## src/rtl/mcp_spi_arb_pkg.sv

```systemverilog
// Shared definitions for the MCP2515 SPI arbiter: request types, opcodes,
// sequencer states, descriptor layout and default timing values.
// Helper functions expand a latched descriptor into its SPI byte list.
package mcp_pkg;

   localparam logic [2:0] TYPE_CMD    = 3'd0;
   localparam logic [2:0] TYPE_WRITE  = 3'd1;
   localparam logic [2:0] TYPE_READ   = 3'd2;
   localparam logic [2:0] TYPE_BITMOD = 3'd3;
   localparam logic [2:0] TYPE_STATUS = 3'd4;

   localparam logic [7:0] OP_RESET  = 8'hC0;
   localparam logic [7:0] OP_WRITE  = 8'h02;
   localparam logic [7:0] OP_READ   = 8'h03;
   localparam logic [7:0] OP_BITMOD = 8'h05;
   localparam logic [7:0] OP_STATUS = 8'hA0;
   localparam logic [7:0] OP_RTS0   = 8'h81;
   localparam logic [7:0] OP_RTS1   = 8'h82;
   localparam logic [7:0] OP_RTS2   = 8'h84;

   localparam int DEF_CS_SETUP = 50;
   localparam int DEF_CS_GAP   = 500;
   localparam int DEF_TIMEOUT  = 16383;

   typedef enum logic [2:0] {
      S_IDLE, S_CHECK, S_SETUP, S_SEND, S_WAIT, S_HOLD, S_GAP
   } state_t;

   typedef struct packed {
      logic [2:0]  typ;
      logic [7:0]  cmd;
      logic [7:0]  addr;
      logic [15:0] wdata;   // {mask, data}
   } desc_t;

   // Total bytes on the wire, including the trailing dummy for reads.
   function automatic logic [2:0] byte_total(input logic [2:0] typ);
      case (typ)
         TYPE_CMD:    return 3'd1;
         TYPE_WRITE:  return 3'd3;
         TYPE_READ:   return 3'd3;
         TYPE_BITMOD: return 3'd4;
         TYPE_STATUS: return 3'd2;
         default:     return 3'd0;
      endcase
   endfunction

   // Types whose last (dummy) byte carries the read-back value.
   function automatic logic has_rx(input logic [2:0] typ);
      return (typ == TYPE_READ) || (typ == TYPE_STATUS);
   endfunction

   // Byte number idx of the transaction described by d.
   function automatic logic [7:0] tx_byte(input desc_t d, input logic [2:0] idx);
      case (idx)
         3'd0: return d.cmd;
         3'd1: return (d.typ == TYPE_STATUS) ? 8'h00 : d.addr;
         3'd2: begin
            case (d.typ)
               TYPE_WRITE:  return d.wdata[7:0];
               TYPE_BITMOD: return d.wdata[15:8];
               default:     return 8'h00;
            endcase
         end
         3'd3:    return d.wdata[7:0];
         default: return 8'h00;
      endcase
   endfunction

endpackage

```

## src/rtl/mcp_spi_arb_rr_arbiter.sv

```systemverilog
// Combinational round-robin picker: first set req bit at or after ptr.
// Zero latency; no state, the caller owns and advances the pointer.
// Returns one-hot winner, its index, and a valid flag.
module mcp_rr_arbiter #(
   parameter int NREQ = 3,
   parameter int PW   = (NREQ > 1) ? $clog2(NREQ) : 1
) (
   input  logic [NREQ-1:0] req,
   input  logic [PW-1:0]   ptr,
   output logic [NREQ-1:0] win,
   output logic [PW-1:0]   win_idx,
   output logic            vld
);

   // Scan requesters starting at ptr with wrap-around; first hit wins.
   always_comb begin
      int          j;
      logic [PW-1:0] jj;
      win     = '0;
      win_idx = '0;
      vld     = 1'b0;
      j       = 0;
      jj      = '0;
      for (int i = 0; i < NREQ; i++) begin
         j  = (int'(ptr) + i) % NREQ;
         jj = PW'(j);
         if (!vld && req[jj]) begin
            vld     = 1'b1;
            win[jj] = 1'b1;
            win_idx = jj;
         end
      end
   end

endmodule

```

## src/rtl/mcp_spi_arb.sv

```systemverilog
// Round-robin arbiter/sequencer owning the MCP2515 SPI port and chip select.
// Grant 1 cycle after req when idle; transaction = setup + bytes + hold + gap.
// Waits on eng_done per byte; MCP_ARB_TIMEOUT_EN adds a per-byte timeout abort.
module mcp_spi_arb
   import mcp_pkg::*;
#(
   parameter int NREQ     = 3,
   parameter int CS_SETUP = DEF_CS_SETUP,
   parameter int CS_GAP   = DEF_CS_GAP,
   parameter int TIMEOUT  = DEF_TIMEOUT
) (
   input  logic              clk50,
   input  logic              rst_n,
   input  logic [NREQ-1:0]   req,
   input  logic [3*NREQ-1:0] req_type,
   input  logic [8*NREQ-1:0] req_cmd,
   input  logic [8*NREQ-1:0] req_addr,
   input  logic [16*NREQ-1:0] req_wdata,
   output logic [NREQ-1:0]   gnt,
   output logic [NREQ-1:0]   done,
   output logic [7:0]        rdata,
   output logic              err,
   output logic              busy,
   output logic              spi_cs_n,
   output logic              eng_start,
   output logic [7:0]        eng_tx,
   input  logic              eng_done,
   input  logic [7:0]        eng_rx
);

   localparam int PW      = $clog2(NREQ);
   localparam int MAX_A   = (CS_GAP > CS_SETUP) ? CS_GAP : CS_SETUP;
   localparam int CNT_MAX = (TIMEOUT > MAX_A) ? TIMEOUT : MAX_A;
   localparam int CNT_W   = $clog2(CNT_MAX + 1);

   state_t            state, nstate;
   desc_t             desc, sel;
   logic [NREQ-1:0]   win_oh;
   logic [PW-1:0]     ptr;
   logic [NREQ-1:0]   arb_win;
   logic [PW-1:0]     arb_idx;
   logic              arb_vld;
   logic [2:0]        idx, send_idx, total;
   logic [CNT_W-1:0]  cnt;
   logic              invalid, last_byte, to_hit;
   logic              cs_n_nxt, start_nxt, err_nxt, busy_nxt;
   logic [NREQ-1:0]   gnt_nxt, done_nxt;

   mcp_rr_arbiter #(.NREQ(NREQ), .PW(PW)) u_arb (
      .req     (req),
      .ptr     (ptr),
      .win     (arb_win),
      .win_idx (arb_idx),
      .vld     (arb_vld)
   );

   assign total     = byte_total(desc.typ);
   assign invalid   = desc.typ > TYPE_STATUS;
   assign last_byte = (idx + 3'd1) >= total;
   assign send_idx  = (state == S_WAIT) ? idx + 3'd1 : idx;

`ifdef MCP_ARB_TIMEOUT_EN
   assign to_hit = (state == S_WAIT) && !eng_done && (cnt == CNT_W'(TIMEOUT - 1));
`else
   assign to_hit = 1'b0;
`endif

   // Mux the winning requester's descriptor fields.
   always_comb begin
      sel = '0;
      for (int i = 0; i < NREQ; i++) begin
         if (arb_win[i]) begin
            sel.typ   = req_type[i*3 +: 3];
            sel.cmd   = req_cmd[i*8 +: 8];
            sel.addr  = req_addr[i*8 +: 8];
            sel.wdata = req_wdata[i*16 +: 16];
         end
      end
   end

   // State register.
   always_ff @(posedge clk50 or negedge rst_n) begin
      if (!rst_n) state <= S_IDLE;
      else        state <= nstate;
   end

   // Next-state logic.
   always_comb begin
      nstate = state;
      case (state)
         S_IDLE:  if (arb_vld) nstate = S_CHECK;
         S_CHECK: nstate = invalid ? S_IDLE : S_SETUP;
         S_SETUP: if (cnt == CNT_W'(CS_SETUP - 1)) nstate = S_SEND;
         S_SEND:  nstate = S_WAIT;
         S_WAIT: begin
            if (eng_done)    nstate = last_byte ? S_HOLD : S_SEND;
            else if (to_hit) nstate = S_GAP;
         end
         S_HOLD:  nstate = S_GAP;
         S_GAP:   if (cnt == CNT_W'(CS_GAP - 1)) nstate = S_IDLE;
         default: nstate = S_IDLE;
      endcase
   end

   // Output decode: registered outputs follow the state being entered.
   always_comb begin
      cs_n_nxt  = !(nstate inside {S_SETUP, S_SEND, S_WAIT, S_HOLD});
      start_nxt = (nstate == S_SEND);
      busy_nxt  = (nstate != S_IDLE);
      gnt_nxt   = (state == S_IDLE && arb_vld) ? arb_win : '0;
      err_nxt   = (state == S_CHECK && invalid) || to_hit;
      done_nxt  = ((state == S_CHECK && invalid) || state == S_HOLD || to_hit) ? win_oh : '0;
   end

   // Output registers, descriptor latch, counters and read capture.
   always_ff @(posedge clk50 or negedge rst_n) begin
      if (!rst_n) begin
         spi_cs_n  <= 1'b1;
         eng_start <= 1'b0;
         eng_tx    <= 8'h00;
         gnt       <= '0;
         done      <= '0;
         err       <= 1'b0;
         busy      <= 1'b0;
         rdata     <= 8'h00;
         ptr       <= '0;
         desc      <= '0;
         win_oh    <= '0;
         idx       <= 3'd0;
         cnt       <= '0;
      end else begin
         spi_cs_n  <= cs_n_nxt;
         eng_start <= start_nxt;
         gnt       <= gnt_nxt;
         done      <= done_nxt;
         err       <= err_nxt;
         busy      <= busy_nxt;
         if (nstate == S_SEND) eng_tx <= tx_byte(desc, send_idx);
         if (state == S_IDLE && arb_vld) begin
            desc   <= sel;
            win_oh <= arb_win;
            ptr    <= (arb_idx == PW'(NREQ - 1)) ? '0 : arb_idx + 1'b1;
         end
         if (state == S_CHECK) idx <= 3'd0;
         else if (state == S_WAIT && eng_done) begin
            idx <= idx + 3'd1;
            if (last_byte && has_rx(desc.typ)) rdata <= eng_rx;
         end
         // Each state times itself from zero; counter saturates, never wraps.
         if (nstate != state)  cnt <= '0;
         else if (cnt != '1)   cnt <= cnt + 1'b1;
      end
   end

endmodule

```

## config.mk

```make
export PLATFORM = sky130hd
export DESIGN_NAME = mcp_spi_arb
export DESIGN_NICKNAME = d
export VERILOG_FILES = /design/src/rtl/mcp_spi_arb_pkg.sv /design/src/rtl/mcp_spi_arb_rr_arbiter.sv /design/src/rtl/mcp_spi_arb.sv
export SDC_FILE = /design/constraint.sdc
export NUM_CORES = 1
export LEC_CHECK = 0
export BUFFER_PORTS_ARGS = -buffer_cell sky130_fd_sc_hd__buf_2
export CAP_MARGIN = 0
export CORE_AREA = 2 2 100 102
export DETAILED_ROUTE_END_ITERATION = 6
export DIE_AREA = 0 0 102 104
export PLACE_DENSITY_LB_ADDON = 0.25
export SLEW_MARGIN = 0
export SYNTH_ARGS = -nofsm -noshare
export SYNTH_HDL_FRONTEND = slang
export SYNTH_SLANG_ARGS = --single-unit
```

## constraint.sdc

```tcl
create_clock -name clk50 -period 3.1 [get_ports clk50]
set_input_delay 0 -clock clk50 [delete_from_list [all_inputs] [get_ports clk50]]
set_output_delay 0 -clock clk50 [all_outputs]
set_load 0.02 [all_outputs]
```

==> results by group, run 1 <==
Global route
  • Antenna violations before repair: 0
  • Total grt overflow: 0
  • GRT Util Overall: between 20 and 30%
  • Number of global-route vias before repair: around 4,500
  • Largest net degree at the start of global routing: 87
  • Global-route wire length before repair: ~22,000 um

STA
  • Setup slack after layout: around 0.29 ns
  • Final setup fails: 0
  • Hold Fails Final Rpt: 0
  • Post-route minimum period: approximately 2.8 ns
  • Clk_skew: 0.0146 ns
  • Setup TNS: 0 ns
  • Slew @ Worst Pin: 1.06 ns
  • Max Slew Vio Count: 0
  • Slew HR: 29.5%
  • Worst hold slack: ~0.014 ns
  • Final cycle utilization of the critical path: between 90% and 100%
  • Max Fclk: between 300 and 400 MHz
  • RSZ-0062 raised after global routing: false

Drt
  • Vias per Instance: around 5.9
  • Pre-antenna DRT Iters: 6
  • Avg WL per Cell: 17.3 um
  • Initial DRC count: 330
  • Vias: 4,494
  • Routed wire length: around 13,000 um
  • Residual DRC: 0
  • Post-route ant nets: 0

Cells and area
  • N_diodes: 0
  • Most frequent cells in the layout: buf_2, dfrtp_1, dlygate4sd3_1, a221o_1, o221a_2
  • Non-Filler Instances: approximately 770
  • Final Cell Area: between 6000 and 7000 um2
  • Final-layout fill cell count: just under 800
  • Area of the multi-input gates: approximately 2500 um2
  • Area taken by flip-flops and latches: between 2000 and 2500 um2
  • Final core utilization: between 60% and 70%
  • Final nets: ~760
  • P&R area growth vs syn: 31.4%
  • Most common cell after layout, fill and taps aside: buf_2
  • Layout cell share with drive strength beyond 1: a little over a third

Setup path
  • CP Class: flop to flop
  • Crit end category: flop
  • Worst setup SP type: flop
  • Max FO, Critical Path: 32
  • Worst EP arrival: between 3 and 4 ns
  • Worst EP required: between 3 and 4 ns

Placed design
  • Port-buffer cells: ~140
  • Final Wtd Congestion: about 0.94
  • DP Area: around 5600 um2
  • Placed wire-length estimate: roughly 9200 um
  • Place WS: 0.343 ns
  • Dpl cells: 706

Floorplanning
  • Row count: 36
  • I/O pin cnt: 145
  • Core box area: ~9500 um2
  • Effective utilization at floorplan: about 50%
  • Die width: between 100 and 150 um
  • Chip Height: 104 um
  • Die ar.: 10,600 um2

Yosys
  • Yosys reg bits: 86
  • Sequential share of the synthesized area: 44.7%
  • Synth Flop Type: dfrtp_1
  • Syn. warnings: 0
  • Number of synthesized flops with an enable pin: 0
  • Netlist Area Pre-Place: 4810 um2
  • Syn avg cell area: roughly 11 um2
  • Instance count of the mapped netlist: roughly 450
  • Ys async rst share: 100%
  • Syn nets: 581
  • Number of different library cells in the post-synthesis netlist: between 60 and 70

Run
  • Number of max-cap violations: 0

Clock tree
  • Clock tree buffer depth: 2
  • CTS Buf Count: 9
  • H-Tree Depth: 3
  • Worst skew pair latency: roughly 0.37 ns
  • Worst-path clk slew: 0.10 ns
  • PostCTS Resize Cnt: 0
  • Setup Buffers After CTS: 0
  • CTS tree: built
  • Post-CTS Hold Fix Bufs: 44
  • Root buf cell: clkbuf_8
  • CTS Sinks: 86

Worst hold path
  • HP Class: primary input to flop

Power
  • Cell Pwr Density: 360 nW/um2
  • Max IR drop VDD: ~240 uV
  • Leakage: 2.96 nW
  • Tot Pwr: around 2.3 mW

Status
  • Status: complete, no violations
[synth_stat cells, types with 2 or more instances]
master | n | area share, %
a211oi_1 | 9 | 1.4
a21o_1 | 3 | 0.47
a21oi_1 | 14 | 1.5
a221o_1 | 36 | 7.5
a22oi_1 | 14 | 2.2
a31oi_1 | 3 | 0.39
and2_1 | 7 | 0.91
and3_1 | 5 | 0.65
and4_1 | 2 | 0.36
buf_2 | 10 | 1.0
buf_6 | 3 | 0.70
clkbuf_1 | 16 | 1.2
dfrtp_1 | 85 | 44
ha_1 | 10 | 2.6
inv_1 | 14 | 1.1
mux2_2 | 17 | 4.0
nand2_1 | 24 | 1.9
nand2b_1 | 5 | 0.65
nand3_1 | 11 | 1.1
nand3b_1 | 2 | 0.31
nand4_1 | 5 | 0.65
nand4bb_1 | 2 | 0.47
nor2_1 | 30 | 2.3
nor2b_1 | 6 | 0.78
nor3_1 | 10 | 1.0
nor4_1 | 3 | 0.39
nor4b_1 | 2 | 0.36
o211ai_1 | 2 | 0.31
o21a_1 | 4 | 0.62
o21ai_0 | 14 | 1.5
o221a_2 | 35 | 8.2
o22ai_1 | 2 | 0.26
or2_1 | 3 | 0.39
or3_1 | 4 | 0.52
xnor2_1 | 5 | 0.91
xor2_1 | 9 | 1.6
[flip-flops by register name (all words and copies together), names as in the netlist]
register,cells
err,1
ptr,2
eng_tx,8
win_oh,3
busy,1
gnt,3
done,3
idx,3
state,3
rdata,8
spi_cs_n,1
eng_start,1
desc,35
cnt,14
[worst max-delay path, stage by stage, from the launching register on]
cell and delay (ns):
dfrtp_1 0.41, inv_1 0.10, ha_1 0.45, inv_2 0.09, nor4b_1 0.47, o31ai_1 0.22, a211oi_4 0.39, buf_12 0.23
a221o_1 0.19, o221a_2 0.17
[per-layer routing]
metal / vias up / wire [um] / global-route usage [%]
li1: 2119 / - / -
met1: 2190 / 5730 / 33.6
met2: 167 / 6530 / 42.2
met3: 18 / 776 / 4.17
met4: 0 / 180 / 7.24
met5: - / 0 / 0
[report_power, final]
group          internal [mW]  total, mW  switching (mW)
Sequential              1.12       1.12               0
Clock                  0.543      0.976           0.433
Combinational          0.100      0.180          0.0799
Total                   1.76       2.28           0.513
[logic make-up (layout without fill, tap and decap cells)]
| family | Yosys count | in the layout | synth area share (%) |
|---|---|---|---|
| AOI/OAI and AO/OA | 152 | 152 | 27.7 |
| xor gates and xnor gates | 14 | 14 | 2.55 |
| adders and majority gates | 10 | 10 | 2.60 |
| buffers and inverters | 47 | 228 | 4.47 |
| DFF | 86 | 86 | 44.7 |
| muxes | 18 | 18 | 4.18 |
| and+or+nand+nor | 125 | 125 | 13.8 |
[final timing paths]
| path | cells after the start | endpoint | slack [ns] | from |
|---|---|---|---|---|
| worst min-delay path | 3 | desc[12]$_DFFE_PN0P_ | 0.01 | req_wdata[12] |
| worst min register to register | 1 | done[2]$_DFF_PN0_ | 0.48 | win_oh[2]$_DFFE_PN0P_ |
| min in group asynchronous | 2 | cnt[0]$_DFFE_PN0P_ | 0.38 | rst_n |
| max in group asynchronous | 2 | desc[5]$_DFFE_PN0P_ | 2.05 | rst_n |
| worst max register to register | 9 | desc[27]$_DFFE_PN0P_ | 0.29 | ptr[1]$_DFFE_PN0P_ |
| worst max-delay path | 9 | desc[27]$_DFFE_PN0P_ | 0.29 | ptr[1]$_DFFE_PN0P_ |
[layout make-up]
type	count	area share, %
inverters	16	0.949
clock buffers	10	2.02
repair buffers	196	19.7
flip-flops and latches	86	34.0
multi-input cells	319	38.8
clock inverters	6	1.84
well taps	133	2.63
Power figures use the tool's default switching activity.
==> run 2, diff against run 1 <==
CTS_CLUSTER_SIZE = 20   (was default)
clock period = 3 ns   (was 3.1 ns; I/O delays follow)
==> run 2 against run 1 <==
Worst hold slack about the same; combinational power increased by 3%; largest cell class unchanged; critical endpoint is now eng_tx[5]$_DFFE_PN0N_; largest power group unchanged; via count increased by 0.20%; final cell count decreased by 0.13%; clock skew decreased by 0.0069 ns.
==> results by group, run 2 (synthesis results as in run 1) <==
Power
  • Sequential share of power: 53.8%
  • Leakage: 2.94 nW
  • Max IR drop VDD: around 190 uV
  • Clock power frac: a little under two fifths
  • Cell Pwr Density: 343 nW/um2
  • Internal: 1.66 mW
  • Power share of the combinational group: 8.7%
  • Switching Fraction: a little under a quarter
  • NetSw: slightly below 500 uW

Cells and area
  • Top Registers: desc: 35 flops, cnt: 14 flops
  • Non-Filler Instances: 765
  • Final nets: around 760
  • Area taken by flip-flops and latches: between 2000 and 2500 um2
  • Final-layout fill cell count: between 700 and 800
  • Layout cell share with drive strength beyond 1: a little over a third
  • Most frequent cells in the layout: buf_2, dfrtp_1, dlygate4sd3_1, a221o_1, o221a_2
  • Area of the multi-input gates: between 2000 and 2500 um2
  • N_diodes: 0
  • Max reg flops: 35
  • Most common cell after layout, fill and taps aside: buf_2
  • P&R area growth vs syn: 30.4%
  • Largest reg by FF count: desc

Global route
  • Largest net degree at the start of global routing: 87
  • Global-route wire length before repair: ~21,000 um
  • Number of global-route vias before repair: between 4,000 and 5,000
  • Antenna violations before repair: 0
  • Total grt overflow: 0
  • GRT Util Overall: about 25%

Setup path
  • CP max stage delay: between 0.7 and 0.8 ns
  • R2r worst-path depth: 7
  • Critical R2R Launch: idx[0]$_DFFE_PN0P_
  • Worst flop-to-flop path endpoint: eng_tx[5]$_DFFE_PN0N_
  • CP Class: flop to flop
  • Worst EP arrival: 3.08 ns
  • Worst EP required: roughly 3.3 ns
  • Critical path's slowest cell: a211oi_1
  • Max FO, Critical Path: 10
  • Flop2flop setup slack: around 0.23 ns
  • Worst setup path start: idx[0]$_DFFE_PN0P_
  • Crit end category: flop
  • Worst setup SP type: flop
  • Critical path destination: eng_tx[5]$_DFFE_PN0N_
  • Worst-path cell chain: ha_1 > nor4bb_1 > xor2_1 > a211oi_1 > a22oi_1 > nand2_1 > mux2_2

Run
  • Number of max-cap violations: 0

STA
  • Hold Fails Final Rpt: 0
  • Max Slew Vio Count: 0
  • Final setup fails: 0
  • RSZ-0062 raised after global routing: false
  • Setup TNS: 0 ns
  • Post-route minimum period: about 2.8 ns
  • Slew @ Worst Pin: roughly 1.1 ns
  • Setup slack after layout: approximately 0.23 ns
  • Slew HR: 28.2%
  • Clk_skew: roughly 0.0077 ns
  • Final cycle utilization of the critical path: slightly above 90%
  • Max Fclk: between 300 and 400 MHz

Worst hold path
  • Hold path startpoint: req_wdata[29]
  • HP Class: primary input to flop

Floorplanning
  • Die ar.: 10,600 um2
  • Row count: 36
  • Core box area: 9550 um2
  • I/O pin cnt: approximately 150
  • Effective utilization at floorplan: around half
  • Chip Height: 104 um
  • Die width: between 100 and 150 um

Placed design
  • Dpl cells: 706
  • Place WS: roughly 0.16 ns
  • Port-buffer cells: approximately 140
  • Final Wtd Congestion: 0.911
  • Placed wire-length estimate: slightly above 9000 um

Drt
  • Vias: approximately 4,500
  • Initial DRC count: about 320
  • Avg WL per Cell: about 17 um
  • Vias per Instance: 5.89
  • Residual DRC: 0
  • Routed wire length: around 13,000 um
  • Post-route ant nets: 0
  • Pre-antenna DRT Iters: 5

Clock tree
  • Clock tree buffer depth: 2
  • CTS Sinks: 86
  • Worst-path clk slew: 0.08 ns
  • Setup Buffers After CTS: 0
  • Worst skew pair latency: about 0.37 ns
  • CTS tree: built
  • H-Tree Depth: 3
  • CTS Buf Count: 9
  • Root buf cell: clkbuf_8

Status
  • Status: complete, no violations
==> run 2: cell count changes in the layout (fill, tap and decap cells not counted), sizes merged <==
| cell | previous run | this run |
|---|---|---|
| bufinv | 3 | 1 |
| clkbuf | 10 | 11 |
| clkinv | 2 | 3 |
| clkinvlp | 0 | 1 |
| inv | 17 | 15 |
==> run 2: per-stage QoR <==
step / area, um2 / power, mW / hold WS (ns) / util (%)
floorplan: 4810 / 1.22 / -0.296 / -
global placement: 5640 / 1.32 / 0.235 / 59.1
detailed placement: 5640 / 1.32 / 0.237 / 59.1
CTS: 6270 / 2.16 / 0.00739 / 65.7
global route: 6280 / 2.24 / 0.0229 / 65.8
finish: 6280 / 2.15 / 0.0137 / 65.8
==> run 2: what timing repair did <==
action / in CTS / in global routing
endpoints found under the setup margin: 0 / 32
hold endpoints to repair: 128 / 0
hold buffers: 44 / 0
resized for setup: 0 / 3
==> run 2: worst min-delay path by stage <==
stage | endpoint | slack (ns) | cells after the start
final | desc[13]$_DFFE_PN0P_ | 0.01 | 3
after global routing | desc[22]$_DFFE_PN0P_ | 0.02 | 3
after CTS | desc[13]$_DFFE_PN0P_ | 0.007 | 3
after detailed placement | rdata[0]$_DFFE_PN0P_ | 0.24 | 2
after global placement | rdata[5]$_DFFE_PN0P_ | 0.23 | 2
after floorplan | busy$_DFF_PN0_ | -0.30 | 0
==> run 2: cell type report <==
type	count	share of cell area, %
flip-flops and latches	86	34.3
well taps	133	2.65
repair buffers	196	19.9
multi-input cells	319	39.2
clock buffers	11	2.25
inverters	16	0.956
clock inverters	4	0.757
==> run 2: worst max-delay path: cells and delay by family, from the launching register on <==
| kind | cells | cell delay, ns |
|---|---|---|
| flip-flops | 1 | 0.52 |
| multiplexers | 1 | 0.14 |
| AND/OR/NAND/NOR | 2 | 0.48 |
| AO/OA/AOI/OAI | 2 | 1.07 |
| XOR/XNOR | 1 | 0.22 |
| adder cells (fa/ha/maj) | 1 | 0.28 |
==> run 2: layer usage <==
layer  track usage (%)  wire length, um  vias to the layer above
li1                  -                -                     2119
met1              34.7             5530                     2165
met2              40.9             6490                      194
met3              3.16              800                       25
met4              10.2              281                        0
met5                 0                0                        -
==> run 2: power by group through the flow <==
| stage | clock, mW | combinational, mW | sequential, mW |
|---|---|---|---|
| after floorplan | 0 | 0.0355 | 1.18 |
| after global placement | 0 | 0.134 | 1.18 |
| after detailed placement | 0 | 0.138 | 1.18 |
| after CTS | 0.822 | 0.183 | 1.16 |
| after global routing | 0.875 | 0.205 | 1.16 |
| final | 0.807 | 0.186 | 1.16 |
